$ cat src/rtl/g2x_rr_sched_if.sv
// Two-port bcnt/data FIFO read side plus the merged XGMII-style output stream.
interface g2x_rr_sched_if;
    logic        sched_en;
    logic [1:0]  bcnt_empty;
    logic [15:0] bcnt_in0;
    logic [15:0] bcnt_in1;
    logic [63:0] data_in0;
    logic [63:0] data_in1;
    logic [7:0]  ctrl_in0;
    logic [7:0]  ctrl_in1;
    logic [1:0]  bcnt_re;
    logic [1:0]  data_re;
    logic [1:0]  grant;
    logic [63:0] data_out;
    logic [7:0]  ctrl_out;

    modport master (
        output sched_en, bcnt_empty, bcnt_in0, bcnt_in1,
               data_in0, data_in1, ctrl_in0, ctrl_in1,
        input  bcnt_re, data_re, grant, data_out, ctrl_out
    );

    modport slave (
        input  sched_en, bcnt_empty, bcnt_in0, bcnt_in1,
               data_in0, data_in1, ctrl_in0, ctrl_in1,
        output bcnt_re, data_re, grant, data_out, ctrl_out
    );
endinterface

$ cat src/rtl/g2x_rr_sched.sv
// Round-robin packet scheduler merging two bcnt/data FIFO pairs into one
// 64-bit stream, with a fixed inter-packet gap after every packet.
module g2x_rr_sched #(
    parameter int IPG_CYCLES = 2
) (
    input  logic           clk,
    input  logic           reset_,
    g2x_rr_sched_if.slave  bus
);
    localparam logic [63:0] IDLE_DATA = 64'h0707070707070707;
    localparam logic [7:0]  IDLE_CTRL = 8'hFF;

    typedef enum logic [4:0] {
        IDLE     = 5'b00001,
        RD_BCNT  = 5'b00010,
        BCNT_BUF = 5'b00100,
        RD_DATA  = 5'b01000,
        IPG      = 5'b10000
    } state_t;

    state_t      state, state_nxt;
    logic        sel, last, pick, start, ipg_done;
    logic        sel_dly1, data_re_dly1;
    logic [1:0]  req;
    logic [15:0] bcnt_cur;
    logic [13:0] qwd_cnt, qwd_load;
    logic [3:0]  ipg_cnt;

    assign req      = ~bus.bcnt_empty;
    // Prefer the port not granted last; a lone requester falls through to itself.
    assign pick     = req[~last] ? ~last : last;
    assign start    = bus.sched_en && (|req);
    assign bcnt_cur = sel ? bus.bcnt_in1 : bus.bcnt_in0;
    assign qwd_load = {1'b0, bcnt_cur[15:3]} + {13'd0, |bcnt_cur[2:0]};
    assign ipg_done = (ipg_cnt == 4'(IPG_CYCLES - 1));

    always_ff @(posedge clk or negedge reset_) begin
        if (!reset_) state <= IDLE;
        else         state <= state_nxt;
    end

    always_comb begin
        state_nxt   = state;
        bus.bcnt_re = 2'b00;
        bus.data_re = 2'b00;
        bus.grant   = 2'b00;
        case (state)
            IDLE:     if (start) state_nxt = RD_BCNT;
            RD_BCNT: begin
                bus.bcnt_re[sel] = 1'b1;
                state_nxt        = BCNT_BUF;
            end
            // bcnt_in is valid here (1-cycle FIFO latency); zero-length packets skip the read.
            BCNT_BUF: state_nxt = (qwd_load != 14'd0) ? RD_DATA : IPG;
            RD_DATA: begin
                bus.data_re[sel] = 1'b1;
                if (qwd_cnt == 14'd1) state_nxt = IPG;
            end
            IPG:      if (ipg_done) state_nxt = IDLE;
            default:  state_nxt = IDLE;
        endcase
        if (state != IDLE) bus.grant[sel] = 1'b1;
    end

    always_ff @(posedge clk or negedge reset_) begin
        if (!reset_) begin
            sel     <= 1'b0;
            last    <= 1'b1;
            qwd_cnt <= 14'd0;
            ipg_cnt <= 4'd0;
        end else begin
            case (state)
                IDLE:     if (start) sel <= pick;
                BCNT_BUF: qwd_cnt <= qwd_load;
                RD_DATA:  qwd_cnt <= qwd_cnt - 14'd1;
                IPG: begin
                    ipg_cnt <= ipg_done ? 4'd0 : ipg_cnt + 4'd1;
                    if (ipg_done) last <= sel;
                end
                default: ;
            endcase
        end
    end

    // Data FIFO has 1-cycle read latency, so the mux follows the delayed read/select.
    always_ff @(posedge clk or negedge reset_) begin
        if (!reset_) begin
            data_re_dly1 <= 1'b0;
            sel_dly1     <= 1'b0;
            bus.data_out <= IDLE_DATA;
            bus.ctrl_out <= IDLE_CTRL;
        end else begin
            data_re_dly1 <= |bus.data_re;
            sel_dly1     <= sel;
            if (data_re_dly1) begin
                bus.data_out <= sel_dly1 ? bus.data_in1 : bus.data_in0;
                bus.ctrl_out <= sel_dly1 ? bus.ctrl_in1 : bus.ctrl_in0;
            end else begin
                bus.data_out <= IDLE_DATA;
                bus.ctrl_out <= IDLE_CTRL;
            end
        end
    end
endmodule

$ cat src/flat_wrapper.sv
// flat-port wrapper written by rule: the top's interface ports become plain ports
module g2x_rr_sched_flat 
#(
    parameter int IPG_CYCLES = 2
)
  (clk, reset_, bus_sched_en, bus_bcnt_empty, bus_bcnt_in0, bus_bcnt_in1, bus_data_in0, bus_data_in1, bus_ctrl_in0, bus_ctrl_in1, bus_bcnt_re, bus_data_re, bus_grant, bus_data_out, bus_ctrl_out);
  g2x_rr_sched_if bus_i ();
  input  logic clk;
  input  logic reset_;
  input wire logic [$bits(bus_i.sched_en)-1:0] bus_sched_en;
  input wire logic [$bits(bus_i.bcnt_empty)-1:0] bus_bcnt_empty;
  input wire logic [$bits(bus_i.bcnt_in0)-1:0] bus_bcnt_in0;
  input wire logic [$bits(bus_i.bcnt_in1)-1:0] bus_bcnt_in1;
  input wire logic [$bits(bus_i.data_in0)-1:0] bus_data_in0;
  input wire logic [$bits(bus_i.data_in1)-1:0] bus_data_in1;
  input wire logic [$bits(bus_i.ctrl_in0)-1:0] bus_ctrl_in0;
  input wire logic [$bits(bus_i.ctrl_in1)-1:0] bus_ctrl_in1;
  output wire logic [$bits(bus_i.bcnt_re)-1:0] bus_bcnt_re;
  output wire logic [$bits(bus_i.data_re)-1:0] bus_data_re;
  output wire logic [$bits(bus_i.grant)-1:0] bus_grant;
  output wire logic [$bits(bus_i.data_out)-1:0] bus_data_out;
  output wire logic [$bits(bus_i.ctrl_out)-1:0] bus_ctrl_out;
  assign bus_i.sched_en = bus_sched_en;
  assign bus_i.bcnt_empty = bus_bcnt_empty;
  assign bus_i.bcnt_in0 = bus_bcnt_in0;
  assign bus_i.bcnt_in1 = bus_bcnt_in1;
  assign bus_i.data_in0 = bus_data_in0;
  assign bus_i.data_in1 = bus_data_in1;
  assign bus_i.ctrl_in0 = bus_ctrl_in0;
  assign bus_i.ctrl_in1 = bus_ctrl_in1;
  assign bus_bcnt_re = bus_i.bcnt_re;
  assign bus_data_re = bus_i.data_re;
  assign bus_grant = bus_i.grant;
  assign bus_data_out = bus_i.data_out;
  assign bus_ctrl_out = bus_i.ctrl_out;
  g2x_rr_sched #(.IPG_CYCLES(IPG_CYCLES)) u_core (.clk(clk), .reset_(reset_), .bus(bus_i));
endmodule
$ cat config.mk
export PLATFORM = sky130hd
export DESIGN_NAME = g2x_rr_sched_flat
export DESIGN_NICKNAME = d
export VERILOG_FILES = /design/src/rtl/g2x_rr_sched_if.sv /design/src/rtl/g2x_rr_sched.sv /design/src/flat_wrapper.sv
export SDC_FILE = /design/constraint.sdc
export NUM_CORES = 1
export LEC_CHECK = 0
export ABC_AREA = 1
export CORE_AREA = 2 2 99 101
export CTS_CLUSTER_SIZE = 40
export DETAILED_ROUTE_END_ITERATION = 12
export DIE_AREA = 0 0 101 103
export DONT_BUFFER_PORTS = 1
export HOLD_SLACK_MARGIN = 0.1
export PLACE_DENSITY = 0.75
export SLEW_MARGIN = 15
export SYNTH_ARGS = -nofsm -noshare
export SYNTH_HDL_FRONTEND = slang
export SYNTH_SLANG_ARGS = --single-unit
$ cat constraint.sdc
create_clock -name clk -period 4.89 [get_ports clk]
set_input_delay 1.2225 -clock clk [delete_from_list [all_inputs] [get_ports clk]]
set_output_delay 1.2225 -clock clk [all_outputs]
set_load 0.03 [all_outputs]
== Word level (Yosys, flattened, before mapping) ==
Cells that the tools add are included.

* Register bits: 99
* Bits of input ports: 181
* Output and inout bits: 78
* Logic and storage cells: 58

* $add $sub $neg: 3
* $lt $le $gt $ge: 3
* Equal/unequal tests: 11
* Multiplexer cells: 20
* Bitwise logic cells: 2
* Reductions and logical operators: 10

{| class="wikitable"
|+ Operators by type and width
! kind !! count
|-
| $mux 64 || 2
|-
| $pmux 14 s2 || 1
|-
| $pmux 5 s5 || 1
|-
| $mux 5 || 4
|-
| $mux 16 || 1
|-
| $mux 8 || 2
|-
| $add 13x1->14 || 1
|-
| $eq 14x1->1 const B || 1
|-
| $reduce_bool 14->1 || 1
|-
| $sub 14x1->14 const B || 1
|-
| $mux 2 || 3
|-
| $ne 2x1->1 const B || 3
|-
| $eq 5x1->1 const B || 1
|-
| $eq 5x2->1 const B || 1
|-
| $eq 5x3->1 const B || 1
|-
| $eq 5x4->1 const B || 1
|-
| $eq 5x5->1 const B || 1
|-
| $ne 5x1->1 const B || 1
|-
| $add 4x1->4 const B || 1
|-
| $eq 4x1->1 const B || 1
|-
| $lt 1x2->1 const B || 2
|-
| $mux 1 || 4
|-
| $mux 4 || 1
|-
| $reduce_and 2->1 || 2
|-
| other kinds (9) || 11
|}

== Depth between registers and ports, before layout ==
Gate-level depths: netlist of run 1.

* Depth in word-level cells: 6
* Depth in mapped cells: 18

== Worst setup path before layout of run 1 ==
No wires, ideal clock.

* Kind: input -> register
* From: input bus_bcnt_in1[0]
* To: register u_core.state[3]
* Arrival: 3.213 ns
* Required time: 4.766 ns
* Setup slack: 1.553 ns
* Stages on the path: 14
* Path through: or4_1 -> o41ai_1 -> inv_1 -> ha_1 -> ha_1 -> or2_2 -> nor2_1 -> nand3_1 -> nor2_1 -> nand2_1 -> nor2_2 -> nand2_1 -> nand2_1 -> nand2_1

* Cells in the longest elaborated chain, start to end: 6

{| class="wikitable"
|+ RTL lines
! element !! line !! RTL
|-
| start, declared || flat_wrapper.sv:13 || <nowiki>input wire logic [$bits(bus_i.bcnt_in1)-1:0] bus_bcnt_in1;</nowiki>
|-
| $mux 16 || g2x_rr_sched.sv:33 || <nowiki>assign bcnt_cur = sel ? bus.bcnt_in1 : bus.bcnt_in0;</nowiki>
|-
| $reduce_or 3->1 || g2x_rr_sched.sv:34 || <nowiki>assign qwd_load = {1'b0, bcnt_cur[15:3]} + {13'd0, |bcnt_cur[2:0]};</nowiki>
|-
| $add 13x1->14 || g2x_rr_sched.sv:34 ||
|-
| $reduce_bool 14->1 || g2x_rr_sched.sv:54 || <nowiki>BCNT_BUF: state_nxt = (qwd_load != 14'd0) ? RD_DATA : IPG;</nowiki>
|-
| $mux 5 || g2x_rr_sched.sv:54 ||
|-
| $pmux 5 s5 || g2x_rr_sched.sv:47 || <nowiki>case (state)</nowiki>
|-
| end signal, assigned || g2x_rr_sched.sv:39 || <nowiki>else state <= state_nxt;</nowiki>
|-
| end, declared || g2x_rr_sched.sv:21 || <nowiki>state_t state, state_nxt;</nowiki>
|}

Every way passes these cells.
A chain may end at the register's enable or synchronous reset.

== Worst setup path after layout of run 1 ==
* From: register u_core.sel
* To: register u_core.state[3]

* Cells in the longest elaborated chain, start to end: 6

{| class="wikitable"
|+ RTL lines
! element !! line !! RTL
|-
| start, declared || g2x_rr_sched.sv:22 || <nowiki>logic sel, last, pick, start, ipg_done;</nowiki>
|-
| start signal, assigned || g2x_rr_sched.sv:73 || <nowiki>IDLE: if (start) sel <= pick;</nowiki>
|-
| $mux 16 (*) || g2x_rr_sched.sv:33 ||
|-
| $reduce_or 3->1 || g2x_rr_sched.sv:34 ||
|-
| $add 13x1->14 (*) || g2x_rr_sched.sv:34 ||
|-
| $reduce_bool 14->1 (*) || g2x_rr_sched.sv:54 ||
|-
| $mux 5 (*) || g2x_rr_sched.sv:54 ||
|-
| $pmux 5 s5 (*) || g2x_rr_sched.sv:47 ||
|}

Mark *: on every way between the ends. The rest lies on a longest branch, timed or not.

==> metrics.txt, run 1 <==
status=completed; Critical path origin=u_core.sel$_DFFE_PN0P_; detailed-route DRC error count=0; Crit path largest cell delay=0.80 ns; TritonCTS clock tree=built; placed cell areas=5050 um2; first-pass GRT wire length=around 19000 um; cells resized by post-CTS repair=0; RD Place Congestion=0.944; DR iter-0 viols=294; Die Wd=101 um; GRT Util Overall=23.3%; CP max stage cell=dfrtp_1; Worst Hold Class=flop to flop; CP Data Arrival Time=around 3.7 ns; Design Power=~0.0025 W; number of post-CTS setup repair buffers=0; most frequent CP cell=nand2_1; Worst-path clk slew=0.10 ns; detailed placement HPWL=9350 um; post-synthesis register bit count=99; # diodes=0; worst relative slew slack=25.1%; largest net degree at the start of global routing=100; Final Hold Fails=0; wire length per cell=17.4 um; I/O pins=259; hold_buf cts=0; final hold slack=0.466 ns; htree depth=3; Clock Latency Late Sink=around 0.36 ns; # rows=36; Setup-failing EPs final=0; CP bufs+invs=2; HP Start=u_core.ipg_cnt[3]$_DFFE_PN0N_; Clock Tree Buf Depth=2; synthesized instance count=627; vias in the first global route=3648; First-pass DRT Iterations=4; static leakage=2.47 nW; total CTS buffers=9; Ys Warns=0; initial antenna violation count=1; Core Box Area=9460 um2; area grow syn2layout=4.26%; layout cell share with drive strength beyond 1=roughly 15%; crit share post-route=approximately 71%; GR Overflow Total=0; synth unique cells=between 40 and 50; DRT antenna net count=0; FMAX=288 MHz; Tmin final=3.48 ns; vias per cell=about 5.7; max capacitance violation total=0; Starting Density=53.4%; critical path's top delay family=simple AND/OR/NAND/NOR gates; crit-path cells=inv_2, or4_1, o41ai_1, inv_1, ha_1, ha_1, or2_2, nor2_1, nand3_1, nor2_1, nand2_1, nor2_2, nand2_1, nand2_1, nand2_1; total routed wirelength=between 10000 and 15000 um; largest fanout on the critical path=22; via count=approximately 4200; final instance area=5270 um2; clk root buf=clkbuf_8; RSZ-0062 raised after global routing=false; critical path capture point type=flop; Mapped Nets=812; Crit path required time=5.13 ns; clk sink count=99; Critical R2R Launch=u_core.sel$_DFFE_PN0P_; cell area after synthesis=5050 um2; die height=103 um; Critical Path Source Type=flop; Sum Neg Setup Slack=0 ns; number of I/O port buffers=0; Power Density=482 nW/um2; Slew Viols, Final=0; Final nets=793; worst clock skew=about 0.015 ns; DIE AREA=10400 um2; Avg Inst Size Synth=8.05 um2; Setup CP Type=flop to flop; worst vdd ir=414 uV; worst-margin pin slew=1.12 ns; Seq/Total Area, Yosys=49.9%
## cells in the mapped netlist (all sizes together)
master / instances / area (um2)
o21a: 1 / 7.51
or4: 1 / 7.51
nor2: 114 / 480
nand3b: 3 / 22.5
xor2: 6 / 52.6
o31ai: 1 / 7.51
o22ai: 5 / 31.3
buf: 6 / 56.3
ha: 4 / 50.1
nand4: 9 / 56.3
o41ai: 1 / 8.76
dfstp: 34 / 893
a211oi: 1 / 7.51
o21ai: 59 / 295
a31o: 1 / 8.76
nor4: 3 / 18.8
dfrtp: 65 / 1630
inv: 40 / 150
o211ai: 3 / 22.5
nand2: 175 / 767
nor3b: 1 / 7.51
nand3: 52 / 273
and3: 2 / 12.5
or2: 2 / 12.5
clkinv: 1 / 3.75
a21oi: 6 / 30.0
o221ai: 3 / 26.3
nor3: 3 / 15.0
clkbuf: 24 / 90.1
a32oi: 1 / 8.76
## power breakdown
part | internal (W) | switching (W) | leakage, nW
clock network | 0.000270 | 0.000285 | 0.104
logic | 0.000271 | 0.000569 | 1.15
registers | 0.000931 | 0.000209 | 1.22
## cell families (layout without fill, tap and decap cells)
logic type | count (synthesis) | after routing | synth area share [%]
XOR/XNOR | 6 | 6 | 1.04
AO/OA/AOI/OAI | 82 | 82 | 8.99
adder cells (fa/ha/maj) | 4 | 4 | 0.991
flip-flops | 99 | 99 | 49.9
buffers and inverters | 71 | 57 | 5.95
AND/OR/NAND/NOR | 365 | 365 | 33.1
## path summary, 6_finish.rpt
kind	end	slack (ns)	cells past startpoint
setup / recovery	u_core.state[3]$_DFFE_PN0P_	1.41	15
hold / removal	u_core.ipg_cnt[3]$_DFFE_PN0N_	0.47	1
setup reg to reg	u_core.state[3]$_DFFE_PN0P_	1.41	15
hold reg to reg	u_core.ipg_cnt[3]$_DFFE_PN0N_	0.47	1
max in group asynchronous	u_core.bus.data_out[57]$_DFF_PN1_	4.11	0
min in group asynchronous	u_core.bus.data_out[61]$_DFF_PN0_	0.55	0
## state kept, by name (all words and copies together), names as in the netlist
name,count
u_core.last,1
u_core.sel,1
u_core.qwd_cnt,14
u_core.bus.data_out,64
u_core.ipg_cnt,4
u_core.sel_dly1,1
u_core.state,5
u_core.bus.ctrl_out,8
u_core.data_re_dly1,1
## routing by layer
| metal | wire length [um] | track usage [%] | vias up | share of wire, % |
|---|---|---|---|---|
| met5 | 16 | 0 | - | 0.13 |
| met4 | 413 | 13.7 | 2 | 3.3 |
| met3 | 1150 | 8.41 | 35 | 9.1 |
| met2 | 6010 | 36.5 | 217 | 48 |
| met1 | 5040 | 27.9 | 1924 | 40 |
| li1 | - | - | 1979 | - |
## layout by cell type (no fill, tap or decap), types with 4 or more instances in the layout
cell type / count
a21oi_1: 6
clkbuf_8: 9
dfrtp_1: 63
dfstp_2: 34
ha_1: 4
inv_1: 37
nand2_1: 149
nand2_2: 17
nand2_4: 9
nand3_1: 51
nand4_1: 9
nor2_1: 108
o21ai_0: 57
o22ai_1: 5
xor2_1: 6
## per-stage QoR
| step | worst slack, ns | cells | util (%) |
|---|---|---|---|
| global route | 0.982 | 727 | 55.7 |
| global placement | 1.43 | 711 | 53.4 |
| floorplan | 1.55 | 627 | - |
| detailed placement | 1.43 | 711 | 53.4 |
| CTS | 1.38 | 727 | 55.7 |
| finish | 1.41 | 727 | 55.7 |
## cell type report
cell class,instances,area [um2]
Clock buffer,10,149
Clock inverter,6,67.6
Fill cell,841,4190
Inverter,41,154
Multi-Input combinational cell,457,2230
Sequential cell,99,2520
Tap cell,114,143
No activity file was read; power rests on OpenSTA's default activity.
==> run 2, diff against run 1 <==
clock period = 3.4 ns   (was 4.89 ns; I/O delays follow)
==> metrics.txt, run 2 (synthesized netlist as in run 1, its figures left out) <==
vias per cell=5.52 (-3.5%); initial antenna violation count=1 (unchanged); most frequent cells in the layout=nand2_1, nor2_1, dfrtp_1; Starting Density=53.4% (unchanged); Worst-path clk slew=0.09 ns (about the same); RD Place Congestion=0.923 (-2.2%); # diodes=0 (unchanged); First-pass DRT Iterations=5 (+1); Finished Core Util=55.8% (+0.15 points); Critical Path Source Type=flop; R2R cell count=14 (-1); GR Overflow Total=0 (unchanged); Biggest register=u_core.bus.data_out; vias in the first global route=3500 (-4.1%); Final nets=797 (+0.50%); number of I/O port buffers=0 (unchanged); Clock Latency Late Sink=0.36 ns (about the same); Sum Neg Setup Slack=0 ns (unchanged); worst-margin pin slew=1.12 ns (-0.00156 ns); Die Wd=101 um (unchanged); static leakage=2.49 nW (+0.77%); largest net degree at the start of global routing=100 (unchanged); capture point of the worst reg-to-reg path=u_core.state[3]$_DFFE_PN0P_; max capacitance violation total=0 (unchanged); TritonCTS clock tree=built; detailed-route DRC error count=0 (unchanged); worst clock skew=0.00691 ns (-0.00823 ns); clk sink count=99 (unchanged); FILL cells=872 (+3.7%); Power Density=687 nW/um2 (+43%); Largest regs=u_core.bus.data_out (64), u_core.qwd_cnt (14), u_core.bus.ctrl_out (8); hold_buf cts=0 (unchanged); R2R setup slack=0.74 ns (-0.67 ns); DIE AREA=10400 um2 (unchanged); cells resized by post-CTS repair=0 (unchanged); Slew Viols, Final=0 (unchanged); RSZ-0062 raised after global routing=false; # rows=36 (unchanged); wire length per cell=17.1 um (-1.5%); total CTS buffers=9 (unchanged); Clock Tree Buf Depth=2 (unchanged); worst relative slew slack=25.2% (+0.10 points); total routed wirelength=12500 um (-0.95%); FMAX=362 MHz; die height=103 um (unchanged); Final Hold Fails=0 (unchanged); largest fanout on the critical path=4 (-82%); Crit path required time=2.55 ns (-2.58 ns); most common cell after layout, fill and taps aside=nand2_1; Setup CP Type=flop to primary output; number of flip-flops under the largest register name=64 (unchanged); Tmin final=~2.8 ns; worst vdd ir=410 uV (-0.88%); status=completed; Worst Hold Class=input port to asynchronous set/reset pin; area grow syn2layout=4.53%; Critical path origin=u_core.state[2]$_DFFE_PN0P_; Critical R2R Launch=u_core.sel$_DFFE_PN0P_; via count=4034 (-3.0%); detailed placement HPWL=9420 um (+0.79%); number of post-CTS setup repair buffers=0 (unchanged); critical path capture point type=primary output; DRT antenna net count=0 (unchanged); Core Box Area=9460 um2 (unchanged); crit share post-route=between 80% and 90%; layout cell share with drive strength beyond 1=15.2% (+0.39 points); GRT Util Overall=22.4% (-0.97 points); first-pass GRT wire length=17600 um (-4.8%); htree depth=3 (unchanged); Setup-failing EPs final=0 (unchanged); DR iter-0 viols=243 (-17%); I/O pins=259 (unchanged); CP Data Arrival Time=1.91 ns (-1.80 ns); clk root buf=clkbuf_8
run 2: cell count changes in the layout (fill, tap and decap cells not counted), sizes merged:
cell	change
clkbuf	+1
inv	+1
clkinvlp	-2
buf	+4
run 2: through the flow:
stage               hold slack (ns)  total power [W]  instances  area, um2  setup WS, ns
finish                        0.180          0.00363        731       5280         0.639
detailed placement            0.457          0.00288        715       5080         0.302
CTS                           0.149          0.00365        731       5280         0.596
global route                  0.152          0.00390        731       5280         0.443
global placement              0.453          0.00283        715       5080         0.321
floorplan                     0.432          0.00266        627       5050         0.435
run 2: worst max-delay path by stage:
stage	endpoint	slack, ns
global route	bus_bcnt_re[0]	0.44
finish	bus_bcnt_re[0]	0.64
floorplan	u_core.state[3]$_DFFE_PN0P_	0.44
global placement	u_core.state[3]$_DFFE_PN0P_	0.32
CTS	bus_bcnt_re[0]	0.60
detailed placement	u_core.state[3]$_DFFE_PN0P_	0.30
run 2: report_power, final:
group / switching, W / internal, W
clock network: 0.000400 / 0.000365
logic: 0.000950 / 0.000406
registers: 0.000163 / 0.00134
run 2: worst max-delay path, stage by stage (launching register included):
cell	delay [ns]
dfrtp_1	0.40
nor2_1	0.24
inv_1	0.07
nor4_1	0.24
inv_1	0.13
nor2_1	0.46
run 2: layer usage:
| metal | share of wire (%) | wire length [um] | vias up | GRT usage (%) |
|---|---|---|---|---|
| li1 | - | - | 1988 | - |
| met1 | 40 | 4970 | 1846 | 26.5 |
| met2 | 49 | 6190 | 177 | 38.4 |
| met3 | 8.3 | 1040 | 21 | 5.56 |
| met4 | 2.3 | 287 | 2 | 10.8 |
| met5 | 0.13 | 16 | - | 0 |
run 2: cell type report:
cell class | instances | area (um2) | share of cell area, %
clock buffers | 11 | 141 | 2.68
inverters | 41 | 154 | 2.92
well taps | 114 | 143 | 2.70
clock inverters | 5 | 58.8 | 1.11
repair buffers | 4 | 30.0 | 0.569
flip-flops and latches | 99 | 2520 | 47.8
multi-input cells | 457 | 2230 | 42.2
==> run 3, diff against run 2 <==
clock period = 2.55 ns   (was 3.4 ns; I/O delays follow)
==> metrics.txt, run 3 (synthesized netlist as in run 1, its figures left out) <==
Slew Viols, Final=0 (unchanged); Biggest register=u_core.bus.data_out; layout cell share with drive strength beyond 1=18.1% (+2.8 points); R2R cell count=15 (+1); critical path capture point type=flop; detailed-route DRC error count=0 (unchanged); initial antenna violation count=1 (unchanged); Crit path required time=2.79 ns (+0.24 ns); Setup CP Type=flop to flop; area grow syn2layout=8.45%; critical path capture point=u_core.state[3]$_DFFE_PN0P_; CP Data Arrival Time=2.69 ns (+0.78 ns); Clock Latency Late Sink=0.36 ns (about the same); most frequent cells in the layout=nand2_1, nor2_1, dfrtp_1; capture point of the worst reg-to-reg path=u_core.state[3]$_DFFE_PN0P_; largest net degree at the start of global routing=100 (unchanged); Clock Tree Buf Depth=2 (unchanged); number of flip-flops under the largest register name=64 (unchanged); Finished Core Util=57.9% (+2.1 points); vias in the first global route=3682 (+5.2%); dpl ws=-0.145 ns (-0.447 ns); Final WS setup=0.102 ns (-0.537 ns); Worst Hold Class=input port to asynchronous set/reset pin; total CTS buffers=9 (unchanged); Sum Neg Setup Slack=0 ns (unchanged); placed cell count=726 (+1.5%); RSZ-0062 raised after global routing=true; number of I/O port buffers=0 (unchanged); DIE AREA=10400 um2 (unchanged); Critical Path Source Type=flop; TritonCTS clock tree=built; Final nets=811 (+1.8%); most frequent CP cell=nand2_1; post-route insts no fill=745 (+1.9%); total routed wirelength=12900 um (+3.2%); worst-margin pin slew=0.687 ns (-0.435 ns); Critical path origin=u_core.sel$_DFFE_PN0P_; DR iter-0 viols=257 (+5.8%); worst relative slew slack=54.2% (+29 points); placed cell areas=5200 um2 (+2.4%); Power Density=914 nW/um2 (+33%); I/O pins=259 (unchanged); largest fanout on the critical path=3 (-1); via count=4152 (+2.9%); crit-path cells=inv_2, or4_4, o41ai_2, inv_1, ha_4, ha_4, or2_4, nor2_2, nand3_1, nor2_1, nand2_1, nor2_2, nand2_1, nand2_1, nand2_1; Setup-failing EPs final=0 (unchanged); Core Box Area=9460 um2 (unchanged); FMAX=409 MHz; most common cell after layout, fill and taps aside=nand2_1; first-pass GRT wire length=18400 um (+4.2%); RD Place Congestion=0.945 (+2.3%); # rows=36 (unchanged); status=completed; worst vdd ir=922 uV (+120%); Worst-path clk slew=0.09 ns (about the same); Die Wd=101 um (unchanged); # diodes=0 (unchanged); CP max stage cell=or4_4; final instance area=5480 um2 (+3.7%); detailed placement HPWL=9640 um (+2.3%); vias per cell=5.57 (+0.99%); clk sink count=99 (unchanged); wire length per cell=17.3 um (+1.2%); die height=103 um (unchanged); DRT antenna net count=0 (unchanged); htree depth=3 (unchanged); Critical R2R Launch=u_core.sel$_DFFE_PN0P_; number of post-CTS setup repair buffers=0 (unchanged); Starting Density=53.4% (unchanged); clk root buf=clkbuf_8; Crit path largest cell delay=0.47 ns (about the same); Largest regs=u_core.bus.data_out (64), u_core.qwd_cnt (14), u_core.bus.ctrl_out (8); GR Overflow Total=0 (unchanged); R2R setup slack=0.10 ns (-0.64 ns); Tmin final=2.45 ns; GRT Util Overall=23.2% (+0.79 points); worst clock skew=0.0110 ns (+0.00413 ns); static leakage=2.58 nW (+3.8%); max capacitance violation total=0 (unchanged); First-pass DRT Iterations=5 (unchanged); Final Hold Fails=0 (unchanged); crit share post-route=96.0%
==> run 3: cell types whose count changed in the layout (fill, tap and decap cells not counted), moves of 2 or more <==
cell	previous run	this run
buf_4	4	15
ha_4	0	2
clkbuf_16	0	2
ha_1	4	2
==> run 3: what timing repair did <==
action	CTS	global route
setup endpoints to repair	0	3
endpoints found under the hold margin	92	75
gates resized for setup	0	2
==> run 3: worst min-delay path by stage <==
stage          slack [ns]    from                                end  cells after the start
4_1_cts             -0.07  reset_          u_core.sel_dly1$_DFF_PN0_                      0
3_5_place_dp         0.34  reset_          u_core.sel_dly1$_DFF_PN0_                      0
3_3_place_gp         0.34  reset_          u_core.sel_dly1$_DFF_PN0_                      0
5_1_grt              0.16  reset_          u_core.sel_dly1$_DFF_PN0_                      1
2_1_floorplan        0.34  reset_  u_core.bus.data_out[11]$_DFF_PN0_                      0
6_report             0.15  reset_          u_core.sel_dly1$_DFF_PN0_                      1
==> run 3: power by group <==
part           switching [W]  internal [W]
registers           0.000287       0.00179
logic                0.00128      0.000628
clock network       0.000545      0.000480
total                0.00211       0.00289
==> run 3: routing by layer <==
layer  track usage [%]  routed length (um)
met5                 0                  19
met4              10.1                 301
met3              3.93                 866
met2              40.3                6420
met1              28.6                5300
==> run 3: area by class of cell <==
cell class,count,area [um2]
Multi-Input combinational cell,457,2280
Clock buffer,11,174
Inverter,41,154
Sequential cell,99,2520
Tap cell,114,143
Timing Repair Buffer,18,170
Clock inverter,5,36.3
Fill cell,865,3980
==> run 3: stage by stage <==
step                hold slack (ns)  power, W
finish                        0.152   0.00501
global route                  0.156   0.00540
CTS                         -0.0656   0.00498
detailed placement            0.345   0.00394
global placement              0.344   0.00386
floorplan                     0.342   0.00360
==> run 3: worst max-delay path: cells and delay by family, from the launching register on <==
kind,cells,cell delay (ns)
compound gates,1,0.06
fa+ha+maj,2,0.39
buf+inv,2,0.16
flops,1,0.41
simple gates,10,1.30
